===== src/rtl/mem_port_arbiter.sv =====
// -----------------------------------------------------------------------------
// mem_port_arbiter
//
// Shares one single-port synchronous memory between the instruction-fetch (I)
// and load/store (D) requesters. Each cycle at most one request is granted:
// its byte address is checked, the memory port is driven, and one cycle later
// a response (read data or error) is presented to the requester that owned
// the slot. Sustains one access per cycle in total, pipeline depth 1.
//
// Ports
//   clock, reset_n           clock and asynchronous active-low reset
//   i_req_valid/ready/addr   fetch request (read only); ready is the grant
//   i_rsp_valid/data/err     fetch response, 1-cycle pulse, no back-pressure
//   d_req_valid/ready/addr   LSU request; d_req_we selects write, with
//   d_req_we/wdata             d_req_wdata as the write data
//   d_rsp_valid/data/err     LSU response for reads and writes (data 0 for
//                              writes and errors)
//   mem_write_en/address     memory port: word index, write enable, write data
//   mem_data_i/mem_data_o      and registered read data (valid next cycle)
// -----------------------------------------------------------------------------
module mem_port_arbiter #(
   parameter int WORDSIZE = 4,
   parameter int MEMSIZE  = 32*1024,
   parameter int ARB_MODE = 0,
   localparam int W  = WORDSIZE*8,
   localparam int AW = $clog2(MEMSIZE)
) (
   input  logic          clock,
   input  logic          reset_n,
   input  logic          i_req_valid,
   output logic          i_req_ready,
   input  logic [31:0]   i_req_addr,
   output logic          i_rsp_valid,
   output logic [W-1:0]  i_rsp_data,
   output logic          i_rsp_err,
   input  logic          d_req_valid,
   output logic          d_req_ready,
   input  logic [31:0]   d_req_addr,
   input  logic          d_req_we,
   input  logic [W-1:0]  d_req_wdata,
   output logic          d_rsp_valid,
   output logic [W-1:0]  d_rsp_data,
   output logic          d_rsp_err,
   output logic          mem_write_en,
   output logic [AW-1:0] mem_address,
   output logic [W-1:0]  mem_data_i,
   input  logic [W-1:0]  mem_data_o
);

   localparam int          OB        = $clog2(WORDSIZE);
   localparam logic [31:0] OFS_MASK  = 32'(WORDSIZE - 1);
   localparam logic [31:0] MEM_WORDS = 32'(MEMSIZE);

   typedef enum logic {GNT_I = 1'b0, GNT_D = 1'b1} port_e;

   port_e       last_q, last_d;
   logic [31:0] i_idx, d_idx;
   logic        i_err, d_err;
   logic        gnt_i, gnt_d;

   logic        i_vld_q, i_vld_d, i_err_q, i_err_d, i_rd_q, i_rd_d;
   logic        d_vld_q, d_vld_d, d_err_q, d_err_d, d_rd_q, d_rd_d;

   // Address check: misaligned byte offset or word index beyond the memory.
   always_comb begin
      i_idx = i_req_addr >> OB;
      d_idx = d_req_addr >> OB;
      i_err = ((i_req_addr & OFS_MASK) != '0) || (i_idx >= MEM_WORDS);
      d_err = ((d_req_addr & OFS_MASK) != '0) || (d_idx >= MEM_WORDS);
   end

   // Grant is combinational and forced off while reset is held. On contention
   // round-robin hands the slot to the port that did not win last time.
   always_comb begin
      gnt_i = 1'b0;
      gnt_d = 1'b0;
      if (reset_n) begin
         if (i_req_valid && d_req_valid) begin
            if (ARB_MODE == 1 || last_q == GNT_I) gnt_d = 1'b1;
            else                                  gnt_i = 1'b1;
         end else begin
            gnt_i = i_req_valid;
            gnt_d = d_req_valid;
         end
      end
   end

   always_comb begin
      last_d = last_q;
      if (gnt_d)      last_d = GNT_D;
      else if (gnt_i) last_d = GNT_I;
   end

   assign i_req_ready = gnt_i;
   assign d_req_ready = gnt_d;

   // Errored grants still consume the slot but never touch the memory.
   always_comb begin
      mem_write_en = gnt_d && d_req_we && !d_err;
      mem_address  = '0;
      mem_data_i   = '0;
      if (gnt_i && !i_err) begin
         mem_address = i_idx[AW-1:0];
      end else if (gnt_d && !d_err) begin
         mem_address = d_idx[AW-1:0];
         mem_data_i  = d_req_wdata;
      end
   end

   // The *_rd flags mark a successful read whose data arrives from memory
   // next cycle; everything else returns zero data.
   always_comb begin
      i_vld_d = gnt_i;
      i_err_d = gnt_i && i_err;
      i_rd_d  = gnt_i && !i_err;
      d_vld_d = gnt_d;
      d_err_d = gnt_d && d_err;
      d_rd_d  = gnt_d && !d_err && !d_req_we;
   end

   always_ff @(posedge clock or negedge reset_n) begin
      if (!reset_n) begin
         last_q  <= GNT_D;
         i_vld_q <= 1'b0;
         i_err_q <= 1'b0;
         i_rd_q  <= 1'b0;
         d_vld_q <= 1'b0;
         d_err_q <= 1'b0;
         d_rd_q  <= 1'b0;
      end else begin
         last_q  <= last_d;
         i_vld_q <= i_vld_d;
         i_err_q <= i_err_d;
         i_rd_q  <= i_rd_d;
         d_vld_q <= d_vld_d;
         d_err_q <= d_err_d;
         d_rd_q  <= d_rd_d;
      end
   end

   // Response stage: the memory's registered read data is steered to the
   // port that issued the read.
   assign i_rsp_valid = i_vld_q;
   assign i_rsp_err   = i_err_q;
   assign i_rsp_data  = i_rd_q ? mem_data_o : '0;
   assign d_rsp_valid = d_vld_q;
   assign d_rsp_err   = d_err_q;
   assign d_rsp_data  = d_rd_q ? mem_data_o : '0;

endmodule


===== config.mk =====
export PLATFORM = sky130hd
export DESIGN_NAME = mem_port_arbiter
export DESIGN_NICKNAME = d
export VERILOG_FILES = /design/src/rtl/mem_port_arbiter.sv
export SDC_FILE = /design/constraint.sdc
export NUM_CORES = 1
export LEC_CHECK = 0
export CAP_MARGIN = 40
export CELL_PAD_IN_SITES_DETAIL_PLACEMENT = 0
export CELL_PAD_IN_SITES_GLOBAL_PLACEMENT = 2
export CORE_ASPECT_RATIO = 0.8
export CORE_UTILIZATION = 10
export DETAILED_ROUTE_END_ITERATION = 6
export GPL_ROUTABILITY_DRIVEN = 1
export PLACE_DENSITY_LB_ADDON = 0.1
export SLEW_MARGIN = 20
export SYNTH_ARGS = -nofsm -noshare
export SYNTH_HDL_FRONTEND = slang
export SYNTH_SLANG_ARGS = --single-unit

===== constraint.sdc =====
create_clock -name clock -period 2.2 [get_ports clock]
set_input_delay 0.44 -clock clock [delete_from_list [all_inputs] [get_ports clock]]
set_output_delay 0.44 -clock clock [all_outputs]
set_load 0.1 [all_outputs]

Word-level counts from Yosys, hierarchy flattened
Index checks and enable logic that the tools add are counted.
{ "totals": {"regBits": 7, "out_inout_bits": 118} }
{ "classes": {"n_mux": 14, "reduce_logical": 16, "n_lt_le_gt_ge": 2} }
{ "ops": {"columns": ["cell", "n"], "rows": [
  ["$mux 32", 4],
  ["$reduce_bool 32->1", 2],
  ["$ge 30x16->1 const B", 2],
  ["$mux 15", 2],
  ["$logic_and 1x1->1", 8],
  ["$mux 1", 8],
  ["$logic_not 1->1", 3],
  ["$logic_or 1x1->1", 2],
  ["$reduce_bool 2->1", 1]
]} }

Depth between registers and ports, before layout
Gate-level depths: netlist of run 1.
{ "depth": {"word_depth": 6, "ltp_mapped": 6, "mapped_depth_nobuf": 4} }

Least setup slack after synthesis of run 1
No wires, ideal clock.
{ "synth_timing": {"path_type": "register to output", "start": "register last_q", "end": "output port mem_address[10]", "arrival_ns": 2.900, "path_stages_with_launch": 6, "required_ns": 1.760, "n_path_buf": 1, "path_slack_ns": -1.140, "path_cell_list": "dfstp_2 inv_1 a21oi_1 clkbuf_1 nand4_1 nand2_1"} }
{ "synth_between": {"elab_cells_between_ends": 10, "classes_between": "mux (8); reduce/logical (2)"} }
{ "synth_lines": {"columns": ["item", "line_no", "rtl"], "rows": [
  ["start, declared", "56", "port_e last_q, last_d;"],
  ["start signal, assigned", "131", "last_q <= last_d;"],
  ["$mux 1", "79", "if (ARB_MODE == 1 || last_q == GNT_I) gnt_d = 1'b1;"],
  ["$mux 1", "78", "if (i_req_valid && d_req_valid) begin"],
  ["$mux 1", "77", "if (reset_n) begin"],
  ["named net i_req_ready", "31", "output logic i_req_ready,"],
  ["$logic_and 1x1->1", "102", "if (gnt_i && !i_err) begin"],
  ["$mux 15", "102", null],
  ["end, declared", "45", "output logic [AW-1:0] mem_address,"]
]} }
The timed path passes the listed nets, and every way through them passes these cells.

Final worst setup path of run 1
{ "layout_timing": {"start": "input port d_req_addr[21]", "end": "output port mem_data_i[6]"} }
{ "layout_between": {"elab_chain_cells": 6} }
{ "layout_rtl": {"columns": ["item", "line_no", "rtl"], "rows": [
  ["start, declared", "38", "input logic [31:0] d_req_addr,"],
  ["$ge 30x16->1", "69", "d_err = ((d_req_addr & OFS_MASK) != '0) || (d_idx >= MEM_WORDS);"],
  ["$logic_or 1x1->1", "69", null],
  ["$logic_not 1->1", "104", "end else if (gnt_d && !d_err) begin"],
  ["$logic_and 1x1->1", "104", null],
  ["$mux 32", "104", null],
  ["$mux 32", "102", null],
  ["end, declared", "46", "output logic [W-1:0] mem_data_i,"]
]} }
No other way between the ends.

==> results of run 1 <==
[Yosys cell counts (all sizes together)]
| cell | n | share of area |
|---|---|---|
| a21boi | 1 | 0.0057 |
| a21oi | 2 | 0.0076 |
| and2 | 65 | 0.31 |
| and3 | 34 | 0.16 |
| and3b | 1 | 0.0066 |
| buf | 6 | 0.042 |
| clkbuf | 14 | 0.040 |
| dfrtp | 6 | 0.11 |
| dfstp | 1 | 0.020 |
| inv | 1 | 0.0028 |
| nand2 | 18 | 0.051 |
| nand4 | 30 | 0.14 |
| nor2b | 1 | 0.0047 |
| nor4 | 4 | 0.058 |
| o21ai | 1 | 0.0038 |
| or4 | 6 | 0.037 |
[timing repair]
item                                    CTS  global route
buffers inserted                         18             4
hold buffers                              0             0
endpoints found under the setup margin   50            51
cloned                                    6             0
pin swaps                                19            11
gates resized for setup                  75            16
[routing by layer]
metal | GRT usage | vias up
met5 | 0 | -
met4 | 0.02874 | 0
met3 | 0.04916 | 8
met2 | 0.2483 | 164
met1 | 0.1570 | 1122
li1 | - | 1221
[where the power goes]
group          switching (uW)  internal, uW  total, uW
combinational             155           246        402
clock                    65.9           241        307
sequential               7.24           141        148
total                     229           628        856
[placed cells by master, fill, tap and decap left out, drive strengths merged, types with 4 or more instances in the layout]
cell,n
nand4,30
and3,34
or4,6
nand2,18
buf,162
dfrtp,6
and2,65
nor4,4
clkbuf,11
clkdlybuf4s50,106
clkdlybuf4s15,7
[how the worst max path moves through the flow]
stage                         startpoint        endpoint  slack (ns)
after floorplan           d_req_addr[31]  mem_data_i[10]       -0.34
after global placement    d_req_addr[31]  mem_data_i[28]       -0.66
after detailed placement  d_req_addr[31]   mem_data_i[2]       -0.69
after CTS                 d_req_addr[20]  mem_data_i[27]       -0.61
after global routing      d_req_addr[28]   mem_data_i[5]       -0.45
final                     d_req_addr[21]   mem_data_i[6]       -0.37
[through the flow]
| step | cell area, um^2 | worst slack [ns] |
|---|---|---|
| after global routing | 5873 | -0.4451 |
| after global placement | 5554 | -0.6608 |
| final | 5873 | -0.3716 |
| after CTS | 5961 | -0.6102 |
| after floorplan | 1620 | -0.3350 |
| after detailed placement | 5554 | -0.6852 |
[state kept, by name, summed over array words and instances, names as in the netlist]
register     flops
d_rsp_valid      1
i_rd_q           1
last_q           1
d_rsp_err        1
d_rd_q           1
i_rsp_err        1
i_rsp_valid      1
[layout make-up]
class | count | area, um^2 | area share
flip-flops and latches | 7 | 176.4 | 0.03004
repair buffers | 286 | 4033 | 0.6866
well taps | 175 | 219.0 | 0.03728
clock buffers | 4 | 78.83 | 0.01342
inverters | 1 | 3.754 | 0.0006391
multi-input cells | 163 | 1363 | 0.2320
[logic make-up (layout without fill, tap and decap cells)]
| family | after synthesis | count (layout) | synth area share |
|---|---|---|---|
| buffers and inverters | 21 | 291 | 0.08404 |
| DFF | 7 | 7 | 0.1331 |
| AOI/OAI and AO/OA | 4 | 4 | 0.01700 |
| and+or+nand+nor | 159 | 159 | 0.7658 |
==> key figures, run 1 <==
Worst setup path
  • Largest fanout of any net on the critical path: 8
  • WP depth: 8
  • Crit Path Category: primary input to output pin
  • Crit path launch type: primary input
  • Critical register-to-register path startpoint: last_q
  • Endpoint of the most critical register-to-register path: i_rd_q
  • Worst reg-to-reg path cell count: 5
  • Buffers plus inverters on the worst setup path: 4
  • Cell-by-cell listing of the critical path: clkdlybuf4s15_1 > or4_4 > nor4_4 > and2_4 > buf_8 > buf_8 > and3_4 > buf_12
  • CP delay by family, top: simple AND/OR/NAND/NOR gates
  • Required time at the endpoint of the critical path: 1.76 ns
  • Critical Path End Type: output pin
  • CP peak stage delay: 0.53 ns
  • Cell with the largest stage delay on the worst path: sky130_fd_sc_hd__or4_4
  • CP dominant cell by count: sky130_fd_sc_hd__buf_8
  • Flop-to-flop setup slack: 0.88 ns
  • Critical path arrival: 2.13 ns

Routing
  • Highest metal layer with signal wires: met4
  • DR DRC count: 0
  • Vias per cell: 3.954
  • Via total after detailed routing: 2515
  • Routed length per placed instance: 15.15 um
  • Number of DRC markers in iteration 0: 47
  • Routed metal-1 wire length: 3554 um
  • Routed length on met3: 1231 um
  • ANT nets after route: 0
  • Met2 wire len: 4732 um
  • Total Wirelength: 9636 um
  • DR pass1 iterations: 4

Finish
  • Final Instance Count excl. Fillers: 636
  • Core occupancy in the finished layout: 0.4563
  • Net total in the final layout: 595
  • Number of inserted diodes: 0
  • Fill count: 1201
  • Share of final-layout standard cells stronger than drive strength 1: 0.5098
  • Layout-stage area growth over the synthesis result: 343.2%

Clock network
  • Clock-pin transition on the worst setup and hold timing paths: 0.04 ns
  • Num Clock Sinks: 7
  • Number of H-tree levels: 1
  • Clk buf depth: 2
  • Buffer type at the clock tree root: sky130_fd_sc_hd__clkbuf_16
  • Cts bufs inserted: 3
  • Insertion delay to the later sink of the worst-skew pair: 0.23 ns
  • CTS tree: done

Power
  • Power Total: 856.5 uW
  • Leakage component of the power: 0.002375 uW
  • Cell area power density: 145.8 nW/um^2
  • IR drop worst, VDD: 0.1757 mV

STA
  • Final critical path time including I/O delays and setup: 2.572 ns
  • Setup-failing EPs final: 48
  • Setup skew after layout: 0.0009553 ns
  • Hold Worst Slack: 0.3517 ns
  • Number of endpoints with negative hold slack in the final report: 0
  • Number of pins with negative max-slew slack in the final report: 0
  • Ratio of final minimum period to clock period: 1.169
  • Setup repair after global routing missed its margin: true
  • Fin worst setup slack: -0.3716 ns
  • Achievable frequency: 0.3889 GHz
  • Slew margin rel.: 0.8040
  • Setup_tns: -15.72 ns
  • Slew of the pin with the lowest slew margin: 0.2965 ns

Synthesis
  • Number of warnings issued by yosys: 0
  • Post-Syn Nets: 324
  • Portion of the post-synthesis area used by sequential elements: 0.1331
  • Post-Syn Area: 1325 um^2
  • Number of cells produced by synthesis: 191
  • Number of unique standard cell types used by synthesis: 19
  • Synthesis-stage register bit count: 7
  • Avg Inst Size Synth: 6.937 um^2

Job
  • Max_cap viols: 0

Floorplanning
  • Die height: 105.0 um
  • Number of placement rows: 37
  • Starting utilization of the core area: 0.1030
  • Area enclosed by the die boundary: 13720 um^2
  • Horizontal die dimension: 130.7 um
  • Core area: 12870 um^2
  • Number of ports placed on the die boundary: 251

Status
  • Status: finished, violations left
  • Violations in the final reports: setup timing

Global route
  • Antenna violations before repair: 0
  • Via count of the first global-routing pass: 2742
  • Total routing resource utilization after global routing: 0.1392
  • Wire length of the first global-routing pass: 14850 um
  • Maximum number of pins on one net before global-route repair: 36
  • Global route total overflow: 0

Placement
  • Buffers on Ports: 250
  • Post-DP HPWL: 7611 um
  • Placed cells: 612
  • Final Wtd Congestion: 0.6785

Min path
  • Type of the worst min-delay path: primary input to async pin
No activity file was read; power rests on OpenSTA's default activity.
==> run 2: changes to the inputs <==
--- a/config.mk
+++ b/config.mk
@@ -9,6 +9,7 @@
 export CELL_PAD_IN_SITES_DETAIL_PLACEMENT = 0
 export CELL_PAD_IN_SITES_GLOBAL_PLACEMENT = 2
 export CORE_ASPECT_RATIO = 0.8
+export CORE_MARGIN = 1
 export CORE_UTILIZATION = 10
 export DETAILED_ROUTE_END_ITERATION = 6
 export GPL_ROUTABILITY_DRIVEN = 1
==> results of run 2 <==
The final DEF is identical to that of run 1; final timing and power are the same.
==> run 3: changes to the inputs <==
--- a/config.mk
+++ b/config.mk
@@ -13,7 +13,7 @@
 export CORE_UTILIZATION = 10
 export DETAILED_ROUTE_END_ITERATION = 6
 export GPL_ROUTABILITY_DRIVEN = 1
-export PLACE_DENSITY_LB_ADDON = 0.1
+export PLACE_DENSITY = 0.95
 export SLEW_MARGIN = 20
 export SYNTH_ARGS = -nofsm -noshare
 export SYNTH_HDL_FRONTEND = slang
==> constraint.sdc (replaced) <==
create_clock -name clock -period 2.3 [get_ports clock]
set_input_delay 0.46 -clock clock [delete_from_list [all_inputs] [get_ports clock]]
set_output_delay 0.46 -clock clock [all_outputs]
set_load 0.1 [all_outputs]
==> key figures, run 3 (synthesis results as in run 1) <==
Status
  • Status: finished, violations left
  • Violations in the final reports: setup timing

Power
  • Cell area power density: 139.0 nW/um^2 (-4.7%)
  • Leakage component of the power: 0.002344 uW (-1.3%)
  • Part of the power in combinational logic: 0.462 (-0.007)
  • Cell internal pwr: 589.6 uW (-6.1%)
  • IR drop worst, VDD: 0.1689 mV (-3.9%)
  • Reg power frac: 0.176 (+0.003)
  • Share of total power in the clock network: 0.362 (+0.004)
  • Switching part of the total power: 0.2694 (+0.002615)
  • Power Total: 807.0 uW (-5.8%)
  • Switch Pwr: 217.4 uW (-4.9%)

Global route
  • Global route total overflow: 0 (unchanged)
  • Total routing resource utilization after global routing: 0.1381 (-0.001105)
  • Antenna violations before repair: 0 (unchanged)
  • Wire length of the first global-routing pass: 14460 um (-2.6%)
  • Maximum number of pins on one net before global-route repair: 41 (+14%)
  • Via count of the first global-routing pass: 2645 (-3.5%)

Floorplanning
  • Horizontal die dimension: 130.7 um (unchanged)
  • Number of placement rows: 37 (unchanged)
  • Number of ports placed on the die boundary: 251 (unchanged)
  • Core area: 12870 um^2 (unchanged)
  • Area enclosed by the die boundary: 13720 um^2 (unchanged)
  • Starting utilization of the core area: 0.1030 (unchanged)
  • Die height: 105.0 um (unchanged)

Worst setup path
  • CP delay by family, top: simple AND/OR/NAND/NOR gates
  • Critical path arrival: 2.19 ns (+0.06 ns)
  • Cell-by-cell listing of the critical path: clkbuf_2 > or4_4 > nor4_4 > and2_4 > buf_6 > buf_12 > buf_12 > and3_4 > buf_12
  • CP peak stage delay: 0.54 ns (about the same)
  • CP dominant cell by count: sky130_fd_sc_hd__buf_12
  • Largest fanout of any net on the critical path: 5 (-3)
  • Crit path launch type: primary input
  • Critical Path End Type: output pin
  • Cell with the largest stage delay on the worst path: sky130_fd_sc_hd__or4_4
  • Crit Path Category: primary input to output pin
  • Buffers plus inverters on the worst setup path: 5 (+1)
  • Required time at the endpoint of the critical path: 1.84 ns (+0.08 ns)

Finish
  • Share of final-layout standard cells stronger than drive strength 1: 0.5076 (-0.002136)
  • Multi-input gate area in the final layout: 1360 um^2 (-0.18%)
  • Commonest cells after routing, fill and taps aside: 119 x sky130_fd_sc_hd__buf_12, 108 x sky130_fd_sc_hd__clkdlybuf4s50_1, 64 x sky130_fd_sc_hd__and2_1
  • Area used by sequential logic in the layout: 176.4 um^2 (unchanged)
  • Fill count: 1186 (-1.2%)
  • Most common cell after layout, fill and taps aside: sky130_fd_sc_hd__buf_12
  • Number of inserted diodes: 0 (unchanged)
  • Layout-stage area growth over the synthesis result: 338.1%
  • Core occupancy in the finished layout: 0.4511 (-0.005249)
  • Net total in the final layout: 593 (-0.34%)

Clock network
  • Number of H-tree levels: 1 (unchanged)
  • Insertion delay to the later sink of the worst-skew pair: 0.23 ns (about the same)
  • Clock-pin transition on the worst setup and hold timing paths: 0.04 ns (about the same)
  • Clk buf depth: 2 (unchanged)
  • Buffer type at the clock tree root: sky130_fd_sc_hd__clkbuf_16
  • CTS tree: done
  • Num Clock Sinks: 7 (unchanged)
  • Cts bufs inserted: 3 (unchanged)
  • Total of hold buffers inserted after clock tree synthesis: 0 (unchanged)

STA
  • Setup_tns: -13.37 ns (+2.355 ns)
  • Setup-failing EPs final: 48 (unchanged)
  • Setup repair after global routing missed its margin: true
  • Setup skew after layout: 0.003161 ns (+0.002206 ns)
  • Number of endpoints with negative hold slack in the final report: 0 (unchanged)
  • Fin worst setup slack: -0.3535 ns (+0.01802 ns)
  • Hold Worst Slack: 0.5280 ns (+0.1763 ns)
  • Slew margin rel.: 0.7799 (-0.02407)
  • Achievable frequency: 0.3769 GHz
  • Final critical path time including I/O delays and setup: 2.654 ns
  • Slew of the pin with the lowest slew margin: 0.3277 ns (+0.03122 ns)
  • Ratio of final minimum period to clock period: 1.154
  • Number of pins with negative max-slew slack in the final report: 0 (unchanged)

Placement
  • Pre-CTS setup slack: -0.6213 ns (+0.06389 ns)
  • Post-DP HPWL: 8049 um (+5.8%)
  • Final Wtd Congestion: 0.7211 (+6.3%)
  • Buffers on Ports: 250 (unchanged)

Routing
  • Number of DRC markers in iteration 0: 78 (+66%)
  • Vias per cell: 4.005 (+1.3%)
  • Via total after detailed routing: 2539 (+0.95%)
  • Total Wirelength: 10020 um (+4.0%)
  • Routed length per placed instance: 15.80 um (+4.3%)
  • ANT nets after route: 0 (unchanged)
  • DR DRC count: 0 (unchanged)
  • DR pass1 iterations: 4 (unchanged)

Job
  • Max_cap viols: 0 (unchanged)

Min path
  • Type of the worst min-delay path: register to register
-- run 3: tightest hold or removal path, delay by kind of cell, from the launching register on --
family	cells	cell delay, ns
AOI/OAI and AO/OA	1	0.07
DFF	1	0.38
and+or+nand+nor	1	0.06
-- run 3: timing repair --
action                                  4_1_cts  5_1_grt
setup buffers                                14        5
pin swaps                                    36        8
endpoints found under the setup margin       48       49
gates cloned                                  5        1
resized for setup                            78       11
-- run 3: layout make-up --
| type | instances | share of cell area |
|---|---|---|
| Timing Repair Buffer | 284 | 0.6834 |
| Multi-Input combinational cell | 163 | 0.2343 |
| Tap cell | 175 | 0.03772 |
| Sequential cell | 7 | 0.03039 |
| Clock buffer | 4 | 0.01358 |
| Inverter | 1 | 0.0006466 |
-- run 3: worst paths after layout --
check	cells after the start	to	slack [ns]	startpoint
max	9	mem_data_i[23]	-0.35	d_req_addr[29]
min	2	last_q	0.53	last_q
max reg2reg	6	i_rsp_err	0.80	last_q
min reg2reg	2	last_q	0.53	last_q
max in group asynchronous	2	last_q	1.49	reset_n
min in group asynchronous	2	d_rsp_err	0.60	reset_n
-- run 3: layer usage --
layer / track usage / up-vias / wire [um]
met3: 0.03226 / 6 / 898
li1: - / 1220 / -
met4: 0.02709 / 0 / 94
met2: 0.2721 / 151 / 5395
met1: 0.1452 / 1162 / 3628
met5: 0 / - / 0
-- run 3: metrics by stage --
step	cells	area, um^2
floorplan	191	1620
global placement	611	5522
detailed placement	611	5522
CTS	632	5847
global route	634	5806
finish	634	5806
-- run 3: power groups by stage --
stage | Sequential, uW | Clock [uW] | Combinational, uW
floorplan | 175 | 0 | 54.1
global placement | 143 | 0 | 369
detailed placement | 144 | 0 | 376
CTS | 142 | 299 | 368
global route | 143 | 309 | 392
finish | 142 | 292 | 373
